**config.mk**
```make
export PLATFORM = sky130hd
export DESIGN_NAME = fault_injector
export DESIGN_NICKNAME = d
export VERILOG_FILES = /design/src/rtl/fi_pkg.sv /design/src/rtl/fi_lfsr.sv /design/src/rtl/fault_injector.sv
export SDC_FILE = /design/constraint.sdc
export NUM_CORES = 1
export LEC_CHECK = 0
export CORE_MARGIN = 3
export CORE_UTILIZATION = 45
export DETAILED_ROUTE_END_ITERATION = 10
export HOLD_SLACK_MARGIN = 0.03
export PLACE_DENSITY = 0.79
export SETUP_SLACK_MARGIN = 0.5
export SYNTH_ARGS = -nofsm -noshare
export SYNTH_HDL_FRONTEND = slang
export SYNTH_SLANG_ARGS = --single-unit
```
**constraint.sdc**
```tcl
create_clock -name clk_i -period 4 [get_ports clk_i]
set_clock_uncertainty 0.2 [all_clocks]
set_input_delay 0.4 -clock clk_i [delete_from_list [all_inputs] [get_ports clk_i]]
set_output_delay 0.4 -clock clk_i [all_outputs]
set_load 0.01 [all_outputs]
```
**src/rtl/fi_pkg.sv**
```systemverilog
// Shared types and helpers for the fault injector: corruption modes, FSM
// states, the LFSR feedback polynomial and the word corruption function.
package fi_pkg;

    // Corruption applied to the selected channel's fetched word.
    typedef enum logic [1:0] {
        REPLACE = 2'd0,
        FLIP    = 2'd1,
        STUCK0  = 2'd2,
        STUCK1  = 2'd3
    } fi_mode_e;

    // Campaign sequencing states.
    typedef enum logic [1:0] {
        IDLE     = 2'd0,
        ARMED    = 2'd1,
        WAIT_DET = 2'd2,
        DONE     = 2'd3
    } fi_state_e;

    // Right-shifting Galois form of x^16 + x^14 + x^13 + x^11 + 1.
    localparam int          LFSR_W    = 16;
    localparam logic [15:0] LFSR_POLY = 16'hB400;

    // Widest instruction word the corruption helper handles; callers
    // zero-extend narrower words and truncate the result.
    localparam int FI_MAX_W = 64;

    function automatic logic [FI_MAX_W-1:0] fi_corrupt(
        input fi_mode_e            mode,
        input logic [FI_MAX_W-1:0] data,
        input logic [FI_MAX_W-1:0] pattern
    );
        logic [FI_MAX_W-1:0] res;
        case (mode)
            REPLACE: res = pattern;
            FLIP:    res = data ^ pattern;
            STUCK0:  res = data & ~pattern;
            default: res = data | pattern;
        endcase
        return res;
    endfunction

endpackage

```
**src/rtl/fi_lfsr.sv**
```systemverilog
// 16-bit Galois LFSR used as the injection dice. Holds while en_i is low.
// A zero seed would lock the register at zero, so it is replaced by 1.
module fi_lfsr
    import fi_pkg::*;
#(
    parameter logic [15:0] SEED  = 16'hACE1,
    parameter int          OUT_W = 8
) (
    input  logic             clk_i,
    input  logic             rst_i,
    input  logic             en_i,
    output logic [OUT_W-1:0] rnd_o
);

    localparam logic [LFSR_W-1:0] SEED_SAFE = (SEED == 16'h0) ? 16'h1 : SEED;

    logic [LFSR_W-1:0] lfsr_q;
    logic [LFSR_W-1:0] lfsr_d;

    // Shift right; the bit falling out folds the polynomial back in.
    always_comb begin
        // NOTE: every combinational output gets a default first so no path leaves it unassigned (no latch).
        lfsr_d = lfsr_q;
        if (en_i) begin
            lfsr_d = {1'b0, lfsr_q[LFSR_W-1:1]} ^ (lfsr_q[0] ? LFSR_POLY : '0);
        end
    end

    // State register with synchronous reset to the (guarded) seed.
    always_ff @(posedge clk_i) begin
        if (rst_i) begin
            lfsr_q <= SEED_SAFE;
        end else begin
            lfsr_q <= lfsr_d;
        end
    end

    assign rnd_o = lfsr_q[OUT_W-1:0];

endmodule

```
**src/rtl/fault_injector.sv**
```systemverilog
// Fetch-path fault injector for the lockstep core. Passes instruction words
// through to NUM_CH replica fetch ports and, while a campaign is armed,
// corrupts the selected channel's word when the address falls inside the
// window and the LFSR dice beat prob_i. Counts injections, detections by the
// FT monitor and detection timeouts.
// Optional: define FI_LATENCY_EN to add lat_max_o, the worst detection
// latency (cycles from fire to detection) seen since the last clear.
module fault_injector
    import fi_pkg::*;
#(
    parameter int          NUM_CH      = 2,
    parameter int          DATA_W      = 32,
    parameter int          ADDR_W      = 32,
    parameter int          MAX_INJ     = 10,
    parameter int          PROB_W      = 8,
    parameter int          DET_TIMEOUT = 64,
    parameter logic [15:0] LFSR_SEED   = 16'hACE1,
    parameter int          CNT_W       = 16,
    localparam int         CH_W        = (NUM_CH > 1) ? $clog2(NUM_CH) : 1,
    localparam int         TMR_W       = $clog2(DET_TIMEOUT + 1)
) (
    input  logic                     clk_i,
    input  logic                     rst_i,
    input  logic                     enable_i,
    input  logic                     clear_i,
    input  logic [1:0]               mode_i,
    input  logic [CH_W-1:0]          ch_sel_i,
    input  logic [PROB_W:0]          prob_i,
    input  logic [DATA_W-1:0]        pattern_i,
    input  logic [ADDR_W-1:0]        addr_lo_i,
    input  logic [ADDR_W-1:0]        addr_hi_i,
    input  logic [NUM_CH-1:0]        valid_i,
    input  logic [NUM_CH*ADDR_W-1:0] addr_i,
    input  logic [NUM_CH*DATA_W-1:0] data_i,
    output logic [NUM_CH*DATA_W-1:0] data_o,
    output logic [NUM_CH-1:0]        inject_o,
    input  logic                     error_detected_i,
    output logic                     busy_o,
    output logic                     done_o,
    output logic [CNT_W-1:0]         inj_count_o,
    output logic [CNT_W-1:0]         det_count_o,
    output logic [CNT_W-1:0]         miss_count_o
`ifdef FI_LATENCY_EN
    ,
    output logic [TMR_W-1:0]         lat_max_o
`endif
);

    fi_state_e        state_q;
    logic [TMR_W-1:0] timer_q;
    logic             busy_q;
    logic             done_q;

    logic [CNT_W-1:0] inj_q,  inj_d;
    logic [CNT_W-1:0] det_q,  det_d;
    logic [CNT_W-1:0] miss_q, miss_d;

    logic [PROB_W-1:0] rnd;
    logic              armed;
    logic              prob_hit;
    logic [NUM_CH-1:0] fire_vec;
    logic              fire;
    logic              det_evt;
    logic              miss_evt;

    // The dice roll every cycle a campaign is in progress, and hold in IDLE.
    fi_lfsr #(
        .SEED  (LFSR_SEED),
        .OUT_W (PROB_W)
    ) u_lfsr (
        .clk_i (clk_i),
        .rst_i (rst_i),
        .en_i  (state_q != IDLE),
        .rnd_o (rnd)
    );

    // Dropping enable wins over a pending fire so an aborted campaign never
    // corrupts a word on its way out.
    assign armed    = (state_q == ARMED) && enable_i;
    assign prob_hit = {1'b0, rnd} < prob_i;

    for (genvar c = 0; c < NUM_CH; c++) begin : g_ch
        logic [ADDR_W-1:0] ch_addr;
        logic [DATA_W-1:0] ch_data;

        assign ch_addr = addr_i[c*ADDR_W +: ADDR_W];
        assign ch_data = data_i[c*DATA_W +: DATA_W];

        // An out-of-range ch_sel_i matches no channel; an empty window
        // (lo >= hi) can never satisfy both bounds.
        assign fire_vec[c] = armed && prob_hit && valid_i[c]
                          && (ch_sel_i == CH_W'(c))
                          && (ch_addr >= addr_lo_i) && (ch_addr < addr_hi_i);

        assign data_o[c*DATA_W +: DATA_W] = fire_vec[c]
            ? DATA_W'(fi_corrupt(fi_mode_e'(mode_i), FI_MAX_W'(ch_data), FI_MAX_W'(pattern_i)))
            : ch_data;
    end

    assign fire     = |fire_vec;
    assign inject_o = fire_vec;

    // Detection beats a simultaneous timeout; both need the campaign enabled.
    assign det_evt  = (state_q == WAIT_DET) && enable_i && error_detected_i;
    assign miss_evt = (state_q == WAIT_DET) && enable_i && !error_detected_i
                   && (timer_q == TMR_W'(DET_TIMEOUT - 1));

    // Statistics next-state: saturating increments, clear has priority.
    always_comb begin
        inj_d  = inj_q;
        det_d  = det_q;
        miss_d = miss_q;
        if (fire     && (inj_q  != '1)) inj_d  = inj_q  + 1'b1;
        if (det_evt  && (det_q  != '1)) det_d  = det_q  + 1'b1;
        if (miss_evt && (miss_q != '1)) miss_d = miss_q + 1'b1;
        if (clear_i) begin
            inj_d  = '0;
            det_d  = '0;
            miss_d = '0;
        end
    end

    // Campaign FSM with detection timer and registered status outputs.
    always_ff @(posedge clk_i) begin
        fi_state_e nxt;
        if (rst_i) begin
            state_q <= IDLE;
            timer_q <= '0;
            busy_q  <= 1'b0;
            done_q  <= 1'b0;
        end else begin
            // NOTE: nxt is a block-local temporary, so it is written with '=' and
            // read immediately; all real state below uses '<='.
            nxt = state_q;
            case (state_q)
                IDLE: begin
                    if (enable_i) nxt = ARMED;
                end
                ARMED: begin
                    if (!enable_i) begin
                        nxt = IDLE;
                    end else if (fire) begin
                        nxt = WAIT_DET;
                    end
                end
                WAIT_DET: begin
                    if (!enable_i) begin
                        nxt = IDLE;
                    end else if (det_evt || miss_evt) begin
                        nxt = (inj_q == CNT_W'(MAX_INJ)) ? DONE : ARMED;
                    end
                end
                default: begin
                    if (!enable_i) nxt = IDLE;
                end
            endcase

            if (state_q == ARMED) begin
                timer_q <= '0;
            end else if (state_q == WAIT_DET) begin
                timer_q <= timer_q + 1'b1;
            end

            state_q <= nxt;
            busy_q  <= (nxt == ARMED) || (nxt == WAIT_DET);
            done_q  <= (nxt == DONE);
        end
    end

    // Statistics counters.
    always_ff @(posedge clk_i) begin
        if (rst_i) begin
            inj_q  <= '0;
            det_q  <= '0;
            miss_q <= '0;
        end else begin
            inj_q  <= inj_d;
            det_q  <= det_d;
            miss_q <= miss_d;
        end
    end

    assign busy_o       = busy_q;
    assign done_o       = done_q;
    assign inj_count_o  = inj_q;
    assign det_count_o  = det_q;
    assign miss_count_o = miss_q;

`ifdef FI_LATENCY_EN
    logic [TMR_W-1:0] lat_q;
    logic [TMR_W-1:0] lat_d;
    logic [TMR_W-1:0] lat_now;

    // Detection in the cycle with timer t happened t+1 cycles after fire.
    assign lat_now = timer_q + 1'b1;

    // Worst-case detection latency next-state; clear has priority.
    always_comb begin
        lat_d = lat_q;
        if (det_evt && (lat_now > lat_q)) lat_d = lat_now;
        if (clear_i) lat_d = '0;
    end

    // Worst-case detection latency register.
    always_ff @(posedge clk_i) begin
        if (rst_i) begin
            lat_q <= '0;
        end else begin
            lat_q <= lat_d;
        end
    end

    assign lat_max_o = lat_q;
`endif

endmodule

```
=== Word-level counts from Yosys, hierarchy flattened ===
Cells that the tools add are included.

* Output and inout bits: 116
* Flip-flop bits (word level): 75
* Word-level logic and storage cells: 78
* Input port bits: 243

* Add/subtract/negate cells: 4
* Reduce and logical (&&, ||, !) cells: 26
* Multiplexer cells: 14
* Equality and inequality tests: 12
* Bitwise gates (word level): 9
* Magnitude comparators: 5

{| class="wikitable"
|+ Operators with widths
! kind !! number
|-
| 32-bit case mux with 3 select lines || 2
|-
| 32-bit AND || 2
|-
| 32-bit greater-or-equal comparator || 2
|-
| 32-bit < comparator || 2
|-
| 32-bit 2-to-1 mux || 2
|-
| 32-bit OR || 2
|-
| 32-bit bitwise XOR || 2
|-
| 16-bit by 1-bit adder with 16-bit output (second input constant) || 3
|-
| 16-bit inequality test (second input constant) || 3
|-
| 32-bit inverter || 1
|-
| 1-bit logical AND || 17
|-
| 16-bit by 4-bit equality test with 1-bit output (second input constant) || 1
|-
| 16-bit 2-to-1 mux || 1
|-
| 2-bit 2-to-1 mux || 8
|-
| 15-bit by 16-bit bitwise XOR with 16-bit output || 1
|-
| 8-bit by 9-bit < comparator with 1-bit output || 1
|-
| 2-bit equality test (second input constant) || 4
|-
| 7-bit by 1-bit adder with 7-bit output (second input constant) || 1
|-
| 7-bit by 6-bit equality test with 1-bit output (second input constant) || 1
|-
| 2-bit by 1-bit equality test with 1-bit output (second input constant) || 3
|-
| 2-bit case mux with 3 select lines || 1
|-
| 2-bit OR reduction || 3
|-
| 2-bit logical NOT || 2
|-
| 1-bit logical OR || 2
|-
| 3 further kinds || 3
|}

=== Depth between registers and ports, before layout ===
Gate-level depths: netlist (run 1).

* Depth in word-level cells: 14
* Gate-level depth with buffers: 13
* Mapped depth without buffers: 12

=== Cells and area by module ===
Synthesis (run 1) repeated with hierarchy kept, for this count alone.

* Cell total of the unflattened synthesis: 1490
* Area total of the unflattened synthesis: 10756.6 um^2

{| class="wikitable"
|+ By module, submodules not included
! module !! sequential area each (um^2) !! instances !! cells an instance !! area an instance (um^2)
|-
| fault_injector || 1181.1 || 1 || 1426 || 10067.2
|-
| fi_lfsr || 320.3 || 1 || 64 || 689.4
|}

=== Least setup slack after synthesis (run 1) ===
OpenSTA, ideal clock, no wires.

* Path type: input-to-output
* Start: input port addr_lo_i[25]
* End: output port data_o[14]
* Cell stages on the path: 12
* Data required time: 3.400 ns
* Path slack: 0.974 ns
* Data arrival time: 2.426 ns
* Buffers on the path: 2
* Path through: inv_1 ha_1 a21o_1 a221o_1 a221oi_1 o21ai_0 a21o_1 nand2_1 buf_2 buf_2 nor2_1 a21oi_1

* Cells in the longest elaborated chain, start to end: 4

{| class="wikitable"
|+ RTL lines
! item !! RTL line !! text
|-
| start: declaration || fault_injector.sv:30 || <nowiki>input logic [ADDR_W-1:0] addr_lo_i,</nowiki>
|-
| 32-bit greater-or-equal comparator || fault_injector.sv:93 || <nowiki>&& (ch_addr >= addr_lo_i) && (ch_addr < addr_hi_i);</nowiki>
|-
| 1-bit logical AND (2 in a row) || fault_injector.sv:93 ||
|-
| 32-bit 2-to-1 mux || fault_injector.sv:96 || <nowiki>? DATA_W'(fi_corrupt(fi_mode_e'(mode_i), FI_MAX_W'(ch_data), FI_MAX_W'(pattern_i)))</nowiki>
|-
| end: declaration || fault_injector.sv:35 || <nowiki>output logic [NUM_CH*DATA_W-1:0] data_o,</nowiki>
|}

Every way passes these cells.

=== Final worst setup path (run 1) ===
* Start: input port addr_i[16]
* End: output port data_o[14]

* Cells in the longest elaborated chain, start to end: 4
* Elaborated cells on any way between the ends: 5
* Classes of those cells: order compare: 2; mux: 1; reduce/logical: 2

{| class="wikitable"
|+ RTL lines
! item !! RTL line !! text
|-
| start: declaration || fault_injector.sv:33 || <nowiki>input logic [NUM_CH*ADDR_W-1:0] addr_i,</nowiki>
|-
| 32-bit greater-or-equal comparator || fault_injector.sv:93 ||
|-
| 1-bit logical AND || fault_injector.sv:93 ||
|-
| 1-bit logical AND * || fault_injector.sv:93 ||
|-
| 32-bit 2-to-1 mux * || fault_injector.sv:96 ||
|}

Every way passes the cells marked *; elsewhere a longest branch is shown, timed or not.

==> results of run 1 <==
[cell type report]
class                      count  area share
multi-input combinational   1190       0.573
clock inverter                 7     0.00726
sequential                    75      0.0879
antenna                        9     0.00132
clock buffer                   9      0.0132
inverter                     181      0.0398
tap                          313      0.0229
timing repair buffer         448       0.255
[power groups by stage]
stage          clock [mW]  combinational (mW)  sequential [mW]
5_1_grt             0.981                1.39            0.768
6_report            0.941                1.27            0.767
2_1_floorplan           0               0.541            0.780
4_1_cts             0.952                1.10            0.766
3_3_place_gp            0                1.02            0.783
3_5_place_dp            0                1.06            0.783
[cells in the final DEF (no fill, tap or decap), drive strengths merged, types with 3 or more instances in the layout]
| master | synthesis | layout |
|---|---|---|
| mux2i | 3 | 3 |
| clkbuf | 45 | 30 |
| dfxtp | 75 | 75 |
| bufinv | 0 | 3 |
| o21ai | 100 | 100 |
| clkdlybuf4s50 | 0 | 183 |
| nand4b | 3 | 3 |
| or3 | 17 | 17 |
| nand2b | 4 | 4 |
| dlymetal6s2s | 0 | 55 |
| nor2 | 173 | 173 |
| xor2 | 24 | 24 |
| ha | 267 | 267 |
| nor2b | 7 | 7 |
| clkdlybuf4s15 | 0 | 6 |
| xnor2 | 8 | 8 |
| o21bai | 3 | 3 |
| a41oi | 3 | 3 |
| o211ai | 68 | 68 |
| and4 | 7 | 7 |
| dlygate4sd2 | 0 | 38 |
| diode | 0 | 9 |
| nand4 | 27 | 27 |
| a211oi | 11 | 11 |
| buf | 24 | 145 |
| nand3b | 7 | 7 |
| and3 | 14 | 14 |
| a22oi | 3 | 3 |
| inv | 181 | 183 |
| a21oi | 198 | 198 |
| a221oi | 4 | 4 |
| nand2 | 155 | 155 |
| a21o | 11 | 11 |
| nand3 | 27 | 27 |
| nor3 | 7 | 7 |
| and2 | 3 | 3 |
| or2 | 4 | 4 |
[worst max-delay path, stage by stage]
cell and delay, ns:
clkdlybuf4s50_1 0.46, ha_1 0.22, a21oi_1 0.21, o21ai_1 0.15, a221oi_2 0.33, o21ai_1 0.13, a21o_1 0.20, nand2_4 0.10
buf_6 0.10, buf_6 0.12, buf_12 0.15, nor2_1 0.07, a21oi_2 0.12, buf_2 0.15
[kinds of logic (layout without fill, tap and decap cells)]
logic type | count (synthesis) | count (layout) | synth area share
AND/OR/NAND/NOR | 465 | 465 | 0.196
multiplexers | 5 | 5 | 0.00699
XOR/XNOR | 32 | 32 | 0.0261
buffers and inverters | 250 | 645 | 0.0897
other | 0 | 9 | 0
flip-flops | 75 | 75 | 0.140
adder cells (fa/ha/maj) | 267 | 267 | 0.311
AO/OA/AOI/OAI | 421 | 421 | 0.231
[stage by stage]
step / setup WS (ns) / TNS [ns] / std cells / hold WS [ns] / power [mW]
6_report: 0.470 / 0 / 2232 / 0.260 / 2.98
5_1_grt: 0.376 / 0 / 2230 / 0.286 / 3.14
4_1_cts: 0.455 / 0 / 2211 / 0.265 / 2.82
3_5_place_dp: -0.199 / -7.57 / 2172 / 0.256 / 1.84
3_3_place_gp: -0.201 / -6.78 / 2172 / 0.241 / 1.81
2_1_floorplan: 0.974 / 0 / 1515 / 0.232 / 1.32
[routing by layer]
metal	vias up	routed length, µm
li1	6066	-
met1	5894	15400
met2	631	20200
met3	158	3310
met4	0	2170
met5	-	0
[registers in the layout (all words and copies together) (netlist names)]
signal	cells
busy_o	1
det_count_o	16
done_o	1
inj_count_o	16
miss_count_o	16
state_q	2
timer_q	7
u_lfsr.lfsr_q	16
[timing repair]
action | 4_1_cts | 5_1_grt
cloned | 6 | 5
gates resized for setup | 446 | 288
pin swaps | 51 | 98
setup buffers | 17 | 7
endpoints found under the setup margin | 67 | 83
[worst min path at each step]
stage / start / endpoint / cells after the start
2_1_floorplan: u_lfsr.lfsr_q[8] / u_lfsr.lfsr_q[8] / 2
3_3_place_gp: u_lfsr.lfsr_q[8] / u_lfsr.lfsr_q[8] / 2
3_5_place_dp: u_lfsr.lfsr_q[9] / u_lfsr.lfsr_q[8] / 2
4_1_cts: u_lfsr.lfsr_q[9] / u_lfsr.lfsr_q[8] / 2
5_1_grt: u_lfsr.lfsr_q[8] / u_lfsr.lfsr_q[8] / 2
6_report: u_lfsr.lfsr_q[8] / u_lfsr.lfsr_q[8] / 2
==> results.toml, run 1 <==
[yosys]
synth_edf_count = 0
ys_ff_latch = 75
syn_area_um2 = 10700
syn_nets = 2025
synth_top_area_share = 0.311
netlist-cell-type-count = 64
synth_most_common_cell = "ha_1"
synth_top_cell_by_area = "ha_1"
yosys-top-cells-area = "ha_1, dfxtp_1, a21oi_1, inv_1, nor2_1"
yosys_warnings = 0
synth_commonest_cells = "ha_1, a21oi_1, inv_1"
synth.avg_cell_area_um2 = 7.09
synthCells = 1515
seq_area_frac_synth = 0.140
synthFlopType = "dfxtp_1"
async_reset_ff_frac = 0

[floorplan]
die-width_um = 161
fp-row-count = 55
dieHeight_um = 161
core_area_um2 = 23100
die-area_um2 = 25800
io_pins = 359
initial_core_util = 0.466

[route]
detailedRoute.firstPassIterationCount = 5
drc = 0
avgRoutedWirePerCell_um = 18.4
ant_nets = 0
drt_iter0_markers = 1002
vias = 12700
routed_wl_um = 41100
viasPerCell = 5.71

[cts]
cts_tree = "yes"
holdBufCountCts = 0
clkLatencyLatePin_ns = 0.33
clock_path_buffers = 2
root_buffer = "clkbuf_16"
clkTransAtPathRegs_ns = 0.06
cts_sinks = 75
htreeDepth = 3
numCtsBuffers = 9

[place]
port_buffers = 358
place_area_um2 = 14900
gp_congestion = 0.941
dp_hpwl_um = 28100

[power]
p_seq_frac = 0.257
p_clk_frac = 0.316
p_int_mw = 1.99
ir_drop_mv = 0.310
p_switching_uw = 991
power_leakage_nw = 7.92
p_sw_frac = 0.333
combPwrFrac = 0.427
power_density_nw_per_um2 = 175

[grt]
grt_max_degree = 123
antenna_found_initial = 7
grt_use_met3 = 0.0467
grtUsageMet2 = 0.492
top_usage_layer = "met2"
grt_use_total = 0.273
first_global_vias = 12000
grt_use_met1 = 0.319
grt-ovfl-total = 0
grt_pass1_wl_um = 58700

[worst_setup_path]
r2r.worst_path.cells = 13
timing.rr.end = "inj_count_o[14]"
crit_path_start = "addr_i[16]"
path_max_fanout = 8
start_kind = "input port"
cp.required_ns = 3.40
arrival_ns = 2.93
critPathCaptureType = "output port"
critical_path.endpoint = "data_o[14]"
r2r_slack_ns = 0.85
r2r-start = "u_lfsr.lfsr_q[6]"
path_class = "input port to output port"

[layout]
syn2layout_area_growth_pct = 58.9
fillers = 1576
multi_input_area_um2 = 9780
final_nets = 2415
final_core_util = 0.741
drive_above_1_share = 0.246
layout.area.seq_um2 = 1500
final_area_um2 = 17100

[hold_path]
hold_class = "register to register"

[sta]
worst_pin_slew_ns = 0.912
fmax_mhz = 283
slew_headroom = 0.390
finalHoldViolCount = 0
rsz0062_at_grt = "yes"
finalSetupViolCount = 0
fin_crit_ns = 3.53
finalCritPeriodShare = 0.883
final_max_slew_viol_count = 0

[run_status]
status = "complete, no violations"

[flow_run]
cap_violations = 0
Power figures use the tool's default switching activity.
==> run 2: changes to the inputs <==
--- a/config.mk
+++ b/config.mk
@@ -6,7 +6,7 @@
 export NUM_CORES = 1
 export LEC_CHECK = 0
 export CORE_MARGIN = 3
-export CORE_UTILIZATION = 45
+export CORE_UTILIZATION = 43
 export DETAILED_ROUTE_END_ITERATION = 10
 export HOLD_SLACK_MARGIN = 0.03
 export PLACE_DENSITY = 0.79
==> constraint.sdc (replaced) <==
create_clock -name clk_i -period 2.85 [get_ports clk_i]
set_clock_uncertainty 0.2 [all_clocks]
set_input_delay 0.285 -clock clk_i [delete_from_list [all_inputs] [get_ports clk_i]]
set_output_delay 0.285 -clock clk_i [all_outputs]
set_load 0.01 [all_outputs]
==> results.toml, run 2 (synthesis results as in run 1) <==
[power]
power_leakage_nw = 8.99
p_switching_mw = 1.56
p_clk_frac = 0.315
finalPower_mw = 4.73
combPwrFrac = 0.458
power_density_nw_per_um2 = 238
p_sw_frac = 0.330
p_int_mw = 3.17
p_seq_frac = 0.227
ir_drop_mv = 0.273

[sta]
finalSetupViolCount = 85
fin_crit_ns = 3.29
setup_slack_ns = -0.440
fmax_mhz = 304
finalHoldViolCount = 0
final_max_slew_viol_count = 0
rsz0062_at_grt = "yes"
slew_headroom = 0.308
finalCritPeriodShare = 1.15
worst_pin_slew_ns = 1.03

[floorplan]
die-width_um = 164
initial_core_util = 0.439
die-area_um2 = 26900
fp-row-count = 57
core_area_um2 = 24500
dieHeight_um = 164
io_pins = 359

[grt]
first_global_vias = 12700
grt_pass1_wl_um = 62800
grt-ovfl-total = 0
grt_use_total = 0.285
grt_max_degree = 55
antenna_found_initial = 9

[worst_setup_path]
arrival_ns = 2.80
r2r_slack_ns = -0.30
start_kind = "register"
critPathCaptureType = "output port"
path_class = "register to output port"
r2r-start = "u_lfsr.lfsr_q[2]"
path_max_fanout = 7
timing.rr.end = "inj_count_o[13]"
cp.required_ns = 2.37
r2r.worst_path.cells = 16

[hold_path]
holdPathStages = 2
whs_endpoint = "u_lfsr.lfsr_q[9]"
hold_class = "register to register"
min_from = "u_lfsr.lfsr_q[10]"

[layout]
fillers = 1373
final_cells = 2351
syn2layout_area_growth_pct = 85.2
drive_above_1_share = 0.364
final_nets = 2524
final_cell_mix = "ha_1, clkdlybuf4s50_1, nand2_1"
layout_commonest_cell = "ha_1"

[flow_run]
cap_violations = 0

[route]
avgRoutedWirePerCell_um = 20.4
ant_nets = 0
detailedRoute.firstPassIterationCount = 6
routed_wl_um = 48000
drc = 0
vias = 13600
drt_iter0_markers = 1071
viasPerCell = 5.80

[cts]
root_buffer = "clkbuf_16"
cts_tree = "yes"
numCtsBuffers = 9
htreeDepth = 3
clkTransAtPathRegs_ns = 0.06
cts_sinks = 75
clock_path_buffers = 2
clkLatencyLatePin_ns = 0.33

[run_status]
status = "complete, but fails checks"
violations = "negative setup slack"

[place]
dp_hpwl_um = 30000
dp_cells = 2239
port_buffers = 358
gp_congestion = 0.937
post-place-ws_ns = -1.16
==> run 2: cell types whose count changed in the layout (fill, tap and decap cells not counted), sizes merged <==
| cell | previous run | this run |
|---|---|---|
| clkinv | 1 | 4 |
| clkdlybuf4s15 | 6 | 7 |
| diode | 9 | 8 |
| clkbuf | 30 | 48 |
| dlymetal6s2s | 55 | 70 |
| dlygate4sd2 | 38 | 3 |
| inv | 183 | 179 |
| buf | 145 | 273 |
| clkinvlp | 1 | 0 |
| bufinv | 3 | 5 |
| clkdlybuf4s50 | 183 | 165 |
==> run 2: area by class of cell <==
type / count / area (µm²) / area share
inverters: 181 / 714 / 0.0359
well taps: 324 / 405 / 0.0204
flip-flops and latches: 75 / 1520 / 0.0762
clock inverters: 7 / 164 / 0.00824
multi-input cells: 1190 / 11000 / 0.551
clock buffers: 9 / 225 / 0.0113
repair buffers: 557 / 5880 / 0.296
diodes: 8 / 20.0 / 0.00101
==> run 2: repair_timing <==
action                                 in CTS  in global routing
hold buffers                                0                  0
resized for setup                         411                565
pin swaps                                  75                147
endpoints found under the hold margin       0                  0
cloned                                      6                  7
setup endpoints to repair                  94                101
buffers inserted                           29                 46
==> run 2: worst max-delay path: stages, from the launching register on <==
cell and delay, ns:
dfxtp_2 0.36, ha_4 0.20, o211ai_1 0.24, nor2_1 0.11, a21oi_2 0.23, nand3_2 0.12
a211oi_2 0.18, buf_4 0.19, nand2_8 0.10, buf_12 0.18, buf_6 0.12, buf_12 0.14
nor2_4 0.13, a21oi_4 0.05, buf_6 0.12
==> run 2: stage by stage <==
stage	setup TNS [ns]	hold WS (ns)	util	instance area (µm²)
4_1_cts	-35.37	0.263	0.738	18100
2_1_floorplan	0	0.157	-	12100
6_report	-28.41	0.262	0.813	19900
3_3_place_gp	-78.88	0.241	0.681	16700
5_1_grt	-35.76	0.274	0.813	19900
3_5_place_dp	-85.65	0.253	0.681	16700
==> run 2: power by group through the flow <==
stage	registers [mW]	clock network, mW	logic [mW]
finish	1.07	1.49	2.16
floorplan	1.09	0	0.895
detailed placement	1.10	0	1.71
CTS	1.07	1.49	1.80
global placement	1.10	0	1.65
global route	1.07	1.54	2.32
==> run 2: worst max path at each step <==
| stage | start | endpoint | slack, ns | cells past startpoint |
|---|---|---|---|---|
| after floorplan | addr_i[26] | busy_o | 0.16 | 11 |
| after global placement | addr_lo_i[26] | data_o[6] | -1.06 | 13 |
| after detailed placement | addr_hi_i[2] | data_o[38] | -1.16 | 13 |
| after CTS | addr_hi_i[10] | data_o[14] | -0.66 | 14 |
| after global routing | u_lfsr.lfsr_q[2] | data_o[61] | -0.53 | 14 |
| final | u_lfsr.lfsr_q[2] | data_o[61] | -0.44 | 14 |
==> run 2: metal layers <==
| metal | global-route usage | up-vias | routed length (µm) |
|---|---|---|---|
| met5 | 0 | - | 11 |
| met4 | 0.102 | 2 | 3100 |
| met3 | 0.0600 | 245 | 3630 |
| met2 | 0.525 | 766 | 23400 |
| met1 | 0.321 | 6362 | 17800 |
| li1 | - | 6267 | - |
==> variant: new RTL, flow settings as in run 2 <==
`DATA_W`: 32 -> 36.
--- a/src/rtl/fault_injector.sv
+++ b/src/rtl/fault_injector.sv
@@ -10,5 +10,5 @@
 #(
     parameter int          NUM_CH      = 2,
-    parameter int          DATA_W      = 32,
+    parameter int          DATA_W      = 36,
     parameter int          ADDR_W      = 32,
     parameter int          MAX_INJ     = 10,
Interface: changed (resized data_i, data_o and pattern_i); port bits go from 359 to 379. The function was not compared with the original's and may differ.
==> variant against run 2 <==
- the flow still finishes with violations (negative setup slack)
- sequential cell count stayed put
- design area down 0.60%
- synthesized cell count up 5.3%
- first-iteration DRC count increased by 7.4%
- synthesized area grew 5.3%
- wire length fell by 1.0%
- utilization down 3.9 points
- final cell count up 4.5%
- total power is 1.5% lower
- setup slack worse by 0.21 ns
- critical endpoint is now data_o[70]
- largest cell class unchanged
- largest power group unchanged
- highest routed layer unchanged
==> variant: results <==
{
  "cp_top_family": "compound AO/OA/AOI/OAI gates",
  "violations": "negative setup slack",
  "placed_cell_area_mm2": 0.0169,
  "synth_nets": 2134,
  "fin_tns_setup_ns": -39.08,
  "startpoint": "addr_lo_i[2]",
  "multi_input_area_share_pct": 55.4,
  "cp.arrival_ns": 3.01,
  "synth_xor_area_share_pct": 2.09,
  "setup_violations": 93,
  "dp.cells": 2359,
  "avgSynthCellArea_um2": 7.09,
  "fillCellCount": 1595,
  "cts.repair.resized": 737,
  "synth_compound_area_share_pct": 22.8,
  "status": "finished with violations",
  "synth_area_leaders": "ha_1 31%, dfxtp_1 13%, nand2_1 8.0%, o21ai_0 7.6%, inv_1 6.3%",
  "setup_slack_ns": -0.650,
  "hpwl_um": 32300,
  "grt_util_met1_pct": 34.5,
  "hp-start": "u_lfsr.lfsr_q[15]",
  "final_cells": 2456,
  "grt_use_met2_pct": 53.6,
  "drive_gt1_share_pct": 33.1,
  "nNonClkInverters": 191
}
==> variant: cell types whose count changed after synthesis, moves of 5 or more <==
| cell | before | now |
|---|---|---|
| nor2_1 | 173 | 101 |
| o21ai_0 | 100 | 171 |
| clkbuf_1 | 45 | 69 |
| mux2i_1 | 3 | 8 |
| or3_2 | 0 | 5 |
| inv_1 | 181 | 191 |
| nand2_1 | 155 | 240 |
| xor2_1 | 24 | 19 |
| o211ai_1 | 67 | 77 |
| ha_1 | 267 | 283 |
| a21oi_1 | 197 | 136 |
| buf_1 | 16 | 4 |
==> variant: worst paths after layout <==
path	end	slack [ns]	cells past startpoint
setup / recovery	data_o[70]	-0.65	14
hold / removal	u_lfsr.lfsr_q[15]	0.27	2
setup reg to reg	busy_o	-0.11	14
hold reg to reg	u_lfsr.lfsr_q[15]	0.27	2
==> variant: report_power, final <==
part | internal (mW) | switching (mW)
combinational | 1.05 | 1.05
sequential | 1.06 | 0.0115
clock | 1.03 | 0.452
